`src/rtl/branch_pkg.sv`:
```
// rtl/branch_pkg.sv - shared types and constants for the branch predict unit
package branch_pkg;

    typedef enum logic [1:0] {
        NO_CTRL = 2'b00,
        JAL     = 2'b01,
        JALR    = 2'b10,
        BRANCH  = 2'b11
    } branch_op_e;

    localparam logic [31:0] HALT_PC = 32'hFFFF_FFFF;
    localparam logic [1:0]  CTR_ST  = 2'b11;
    localparam logic [1:0]  CTR_WT  = 2'b10;

    function automatic logic [1:0] ctr_update(input logic [1:0] ctr, input logic taken);
        if (taken)
            return (ctr == CTR_ST) ? ctr : ctr + 2'd1;
        else
            return (ctr == 2'b00) ? ctr : ctr - 2'd1;
    endfunction

endpackage

```
`src/rtl/branch_target_buffer.sv`:
```
// rtl/branch_target_buffer.sv - direct-mapped BTB storage with one lookup and one write port
module branch_target_buffer #(
    parameter int ENTRIES = 16,
    parameter int TAG_W   = 3
) (
    input  logic                        clk,
    input  logic                        reset,
    input  logic [$clog2(ENTRIES)-1:0]  rd_idx,
    input  logic [TAG_W-1:0]            rd_tag,
    output logic                        rd_hit,
    output logic                        rd_taken,
    output logic [31:0]                 rd_target,
    input  logic [$clog2(ENTRIES)-1:0]  wr_idx,
    input  logic [TAG_W-1:0]            wr_tag,
    output logic                        wr_hit,
    output logic [1:0]                  wr_ctr_old,
    input  logic                        wr_en,
    input  logic                        wr_inv,
    input  logic                        wr_keep_target,
    input  logic [31:0]                 wr_target,
    input  logic [1:0]                  wr_ctr
);

    logic [ENTRIES-1:0] valid;
    logic [TAG_W-1:0]   tag_mem    [ENTRIES];
    logic [31:0]        target_mem [ENTRIES];
    logic [1:0]         ctr_mem    [ENTRIES];

    assign rd_hit     = valid[rd_idx] && (tag_mem[rd_idx] == rd_tag);
    assign rd_taken   = ctr_mem[rd_idx][1];
    assign rd_target  = target_mem[rd_idx];

    // Write-side tag check lets the owner do read-modify-write of the counter.
    assign wr_hit     = valid[wr_idx] && (tag_mem[wr_idx] == wr_tag);
    assign wr_ctr_old = ctr_mem[wr_idx];

    always_ff @(posedge clk) begin
        if (reset) begin
            valid <= '0;
        end else if (wr_en) begin
            valid[wr_idx] <= 1'b1;
        end else if (wr_inv) begin
            valid[wr_idx] <= 1'b0;
        end
    end

    always_ff @(posedge clk) begin
        if (wr_en) begin
            tag_mem[wr_idx] <= wr_tag;
            ctr_mem[wr_idx] <= wr_ctr;
            if (!wr_keep_target)
                target_mem[wr_idx] <= wr_target;
        end
    end

endmodule

```
`src/rtl/branch_predict_unit.sv`:
```
// rtl/branch_predict_unit.sv - IF-side BTB prediction and EX-side branch resolution
module branch_predict_unit
    import branch_pkg::*;
#(
    parameter int PC_WIDTH   = 9,
    parameter int ENTRIES    = 16,
    parameter int STAT_WIDTH = 16
) (
    input  logic                  clk,
    input  logic                  reset,
    input  logic [PC_WIDTH-1:0]   if_pc,
    output logic                  pred_taken,
    output logic [31:0]           pred_target,
    input  logic                  ex_valid,
    input  logic [PC_WIDTH-1:0]   ex_pc,
    input  logic [31:0]           ex_imm,
    input  logic [1:0]            ex_branch_op,
    input  logic                  ex_halt,
    input  logic [31:0]           ex_alu_result,
    input  logic                  ex_pred_taken,
    input  logic [31:0]           ex_pred_target,
    output logic [31:0]           branch_pc,
    output logic [31:0]           pc_plus_4,
    output logic                  pc_sel,
    output logic                  redirect,
    output logic [31:0]           redirect_pc,
    output logic                  halted,
    output logic [STAT_WIDTH-1:0] branch_count,
    output logic [STAT_WIDTH-1:0] mispredict_count
);

    localparam int IDX_W = $clog2(ENTRIES);
    localparam int TAG_W = PC_WIDTH - IDX_W - 2;

    branch_op_e  op;
    logic [31:0] pc_ext;
    logic        rd_hit, rd_taken, wr_hit;
    logic [31:0] rd_target;
    logic [1:0]  wr_ctr_old, wr_ctr;
    logic        wr_en, wr_inv, wr_keep_target;
    logic        mismatch, upd_en, is_ctrl;
    logic        unused_pc_bits;

    assign op             = branch_op_e'(ex_branch_op);
    assign pc_ext         = 32'(ex_pc);
    assign pc_plus_4      = pc_ext + 32'd4;
    assign unused_pc_bits = ^if_pc[1:0];

    branch_target_buffer #(
        .ENTRIES (ENTRIES),
        .TAG_W   (TAG_W)
    ) u_btb (
        .clk            (clk),
        .reset          (reset),
        .rd_idx         (if_pc[IDX_W+1:2]),
        .rd_tag         (if_pc[PC_WIDTH-1:IDX_W+2]),
        .rd_hit         (rd_hit),
        .rd_taken       (rd_taken),
        .rd_target      (rd_target),
        .wr_idx         (ex_pc[IDX_W+1:2]),
        .wr_tag         (ex_pc[PC_WIDTH-1:IDX_W+2]),
        .wr_hit         (wr_hit),
        .wr_ctr_old     (wr_ctr_old),
        .wr_en          (wr_en),
        .wr_inv         (wr_inv),
        .wr_keep_target (wr_keep_target),
        .wr_target      (branch_pc),
        .wr_ctr         (wr_ctr)
    );

    assign pred_taken  = rd_hit && rd_taken && !halted && !reset;
    assign pred_target = pred_taken ? rd_target : 32'd0;

    always_comb begin
        pc_sel    = 1'b0;
        branch_pc = 32'd0;
        if (ex_valid) begin
            if (ex_halt) begin
                pc_sel    = 1'b1;
                branch_pc = HALT_PC;
            end else begin
                case (op)
                    JAL: begin
                        pc_sel    = 1'b1;
                        branch_pc = pc_ext + ex_imm;
                    end
                    JALR: begin
                        pc_sel    = 1'b1;
                        branch_pc = (pc_ext + ex_alu_result) & 32'hFFFF_FFFE;
                    end
                    BRANCH: begin
                        pc_sel    = ex_alu_result[0];
                        branch_pc = pc_ext + ex_imm;
                    end
                    default: begin
                        pc_sel    = 1'b0;
                        branch_pc = 32'd0;
                    end
                endcase
            end
        end
    end

    // Halt redirects unconditionally so the fetch stream parks at HALT_PC.
    assign mismatch    = (pc_sel != ex_pred_taken) || (pc_sel && (branch_pc != ex_pred_target));
    assign redirect    = ex_valid && !halted && !reset && (ex_halt || mismatch);
    assign redirect_pc = pc_sel ? branch_pc : pc_plus_4;

    assign upd_en  = ex_valid && !halted && !ex_halt && !reset;
    assign is_ctrl = upd_en && (op != NO_CTRL);

    always_comb begin
        wr_en          = 1'b0;
        wr_inv         = 1'b0;
        wr_keep_target = 1'b0;
        wr_ctr         = CTR_ST;
        if (upd_en) begin
            case (op)
                JAL, JALR: wr_en = 1'b1;
                BRANCH: begin
                    if (wr_hit) begin
                        wr_en          = 1'b1;
                        wr_ctr         = ctr_update(wr_ctr_old, pc_sel);
                        wr_keep_target = !pc_sel;
                    end else if (pc_sel) begin
                        wr_en  = 1'b1;
                        wr_ctr = CTR_WT;
                    end
                end
                default: wr_inv = wr_hit;
            endcase
        end
    end

    always_ff @(posedge clk) begin
        if (reset) begin
            halted           <= 1'b0;
            branch_count     <= '0;
            mispredict_count <= '0;
        end else begin
            if (ex_valid && ex_halt)
                halted <= 1'b1;
            if (is_ctrl && (branch_count != '1))
                branch_count <= branch_count + STAT_WIDTH'(1);
            if (redirect && (mispredict_count != '1))
                mispredict_count <= mispredict_count + STAT_WIDTH'(1);
        end
    end

endmodule

```
`config.mk`:
```
export PLATFORM = sky130hd
export DESIGN_NAME = branch_predict_unit
export DESIGN_NICKNAME = d
export VERILOG_FILES = /design/src/rtl/branch_pkg.sv /design/src/rtl/branch_target_buffer.sv /design/src/rtl/branch_predict_unit.sv
export SDC_FILE = /design/constraint.sdc
export NUM_CORES = 1
export LEC_CHECK = 0
export CAP_MARGIN = 20
export CORE_ASPECT_RATIO = 1.75
export CORE_UTILIZATION = 50
export DETAILED_ROUTE_END_ITERATION = 12
export PLACE_DENSITY = 0.83
export RECOVER_POWER = 100
export SETUP_SLACK_MARGIN = 0.2
export SLEW_MARGIN = 25
export SYNTH_ARGS = -nofsm -noshare
export SYNTH_HDL_FRONTEND = slang
export SYNTH_SLANG_ARGS = --single-unit
```
`constraint.sdc`:
```
create_clock -name clk -period 8.39 [get_ports clk]
set_clock_uncertainty 0.05 [all_clocks]
set_input_delay 1.2585 -clock clk [delete_from_list [all_inputs] [get_ports clk]]
set_output_delay 1.2585 -clock clk [all_outputs]
set_load 0.005 [all_outputs]
```
==> impl_results.md <==
* Outcome: finished with violations
* Failing checks: capacitance limit, slew limit
* Rows at 117
* Final ANT Viol Nets at 0
* First-pass GRT wire length at 123800 um
* Rel. slew slack at -59.43%
* Peak supply drop at approximately 0.16 mV
* Core Region at between 50000 and 60000 um^2
* CTS Buffer Depth at 3
* Wire length per cell at just under 30 um
* Top-count cell post-synth: edfxtp_1
* DR DRC count at 0
* H-tree depth at 2
* Horiz. Die Dim at 185.0 um
* Vias in the first global route at 19450
* Skew-Pair Late Insertion Delay at 0.60 ns
* Worst Path Buf+Inv at 4
* Finished Cell Area at approximately 34000 um^2
* Number of antenna violations at the first check in global routing at 1
* Vert. Die Dim at 322.3 um
* DIE AREA at 59620 um^2
* I/O Buffers at 260
* Max-Cap Viols at 2
* CP Class: input port to output port
* Ys Warns at 0
* FMAX at 127.3 MHz
* Cell taking the most area after synthesis: edfxtp_1
* Max stage delay on crit path at 0.79 ns
* Final Power at roughly 0.0067 W
* Vias at ~19000
* Io pins at 285
* GPL Wtd Cong at about 1
* Slew Viols, Final at 55
* Layout cells sized above 1 at 16.81%
* Grt total ovfl at 0
* WP data required at slightly above 7 ns
* Most used cell, CP: o211ai_1
* Critical Path Start Type: input port
* Synth area leaders: edfxtp_1, mux4_2, dfxtp_1
* Setup violations, final at 0
* Worst path slowest cell: clkbuf_1
* Top cell type's share of synthesized area at 60.66%
* Final WL at 84740 um
* CTS tree: built
* Root buf cell: clkbuf_16
* GRT Total Usage at between 20 and 30%
* Cell Pwr Density at 195.7 nW/um^2
* CP endpoint kind: output port
* Worst slew pin tran at 2.391 ns
* RSZ-0062 raised after global routing: false
* Via density at 6.421
* Period Utilization, post-route at 93.63%
* Final Net Count at between 2000 and 2500
* TNS Setup at 0 ns
* Avg Cell Area, Syn at around 16 um^2
* Post-DP HPWL at 55040 um
* EDFF count, synth at 592
* Most frequent cells after synthesis: edfxtp_1, mux4_2, nor2_1
* Fin crit period at 7.855 ns
* Static leakage at approximately 11 nW
* Synth Register Bits at 641
* Hold WC Path Type: flop to flop
* Fin util at 59.26%
* Post-CTS Setup Bufs at 0
* Cell family with most CP delay: buffers and inverters
* DP Area at 32890 um^2
* Hold Vio Cnt, Final at 0
* Synth-to-layout area growth at 17.53%
* Synth cell types at 87
* Pin count of the biggest net entering global routing at 96
* Mapped cell area at 29300 um^2
* DR iter-0 viols at about 1800
* Post-CTS sizing at 0
* CP Data Arrival Time at 6.55 ns
* Clock transition at path regs at approximately 0.07 ns
* Initial Util at 50.42%
* Clk sink count at 641
* Hold WS at 0.4278 ns
* Sequence of cells on the critical path: dlygate4sd3_1 > ha_1 > inv_1 > fa_1 > and2b_1 > o211ai_1 > a211oi_4 > nand4_1 > xor2_1 > o221ai_1 > clkbuf_1 > xnor2_1 > o211ai_1 > nor4_2 > o2111a_1 > nor2_1 > clkdlybuf4s50_1
* CTS Buf Count at 52
* Ys flop type: edfxtp_1
* CTS Hold Bufs at 0
* FFs w/ async S/R, synth at 0%
* CP max FO at 19
* DRT Pass-1 Iters at 5
* Sequential-to-total area share from yosys stat at between 60 and 70%
* Synth Instances at 1828
-- logic make-up after synthesis --
kind of cell | share of synthesized area (%)
adders and majority gates | 1.324
DFF | 64.01
AOI/OAI and AO/OA | 4.902
other | 0.01280
and+or+nand+nor | 8.518
muxes | 16.13
buffers and inverters | 2.562
xor gates and xnor gates | 2.540
-- cells in the final DEF, fill, tap and decap left out, types with 24 or more instances in the layout --
cell / Yosys / layout
edfxtp_1: 592 / 592
mux4_2: 205 / 205
dlygate4sd3_1: 0 / 138
nor2_1: 136 / 136
clkdlybuf4s50_1: 0 / 117
nand2_1: 101 / 101
clkbuf_16: 0 / 53
dfxtp_1: 49 / 49
xnor2_1: 44 / 44
a21oi_1: 43 / 43
xor2_1: 41 / 41
nor2b_1: 41 / 41
inv_1: 40 / 40
nand3_1: 36 / 36
nor3_1: 42 / 34
clkbuf_1: 75 / 30
ha_1: 27 / 27
o21ai_0: 23 / 24
-- report_power, final --
part	switching [W]	leakage [nW]	internal (W)
clock	0.00118	0.833	0.00134
combinational	0.000408	4.78	0.000288
sequential	0.00000343	5.86	0.00353
total	0.00159	11.5	0.00515
-- final cells by class --
cell class / count / area [um^2]
antenna: 2 / 5.005
multi-input combinational: 1045 / 9901
inverter: 40 / 150.1
timing repair buffer: 319 / 2914
clock inverter: 34 / 346.6
sequential: 641 / 18760
fill: 4254 / 23680
clock buffer: 62 / 1400
tap: 773 / 967.2
-- path summary, 6_finish.rpt --
kind,startpoint,to,slack [ns],cells after the start
worst max-delay path,ex_pc[0],redirect,0.53,17
worst min-delay path,mispredict_count[14]$_SDFFE_PP0P_,mispredict_count[14]$_SDFFE_PP0P_,0.43,2
worst max register to register,u_btb.tag_mem[3][1]$_DFFE_PP_,u_btb.target_mem[4][20]$_DFFE_PP_,3.31,10
worst min register to register,mispredict_count[14]$_SDFFE_PP0P_,mispredict_count[14]$_SDFFE_PP0P_,0.43,2
-- layer usage --
metal	up-vias	global-route usage, %	share of wire [%]
li1	7777	-	-
met1	9440	32.71	33
met2	1196	50.94	52
met3	310	3.636	7.1
met4	0	18.88	7.5
met5	-	0	0
-- tightest hold or removal path, stage by stage, from the launching register on --
cell and delay (ns):
dfxtp_1 0.33, inv_1 0.06, a21oi_1 0.05
-- sequential cells by signal, indices dropped and copies added (netlist names), named ones only --
signal / count
u_btb.target_mem: 512
u_btb.tag_mem: 48
u_btb.ctr_mem: 32
branch_count: 16
mispredict_count: 16
halted: 1
-- per-stage QoR --
step | setup WS (ns) | std cells
after floorplan | 1.796 | 1849
final | 0.5346 | 2916
after CTS | 0.9122 | 2914
after detailed placement | 0.9282 | 2818
after global routing | 0.3674 | 2915
after global placement | 1.016 | 2818
Power figures use the tool's default switching activity.
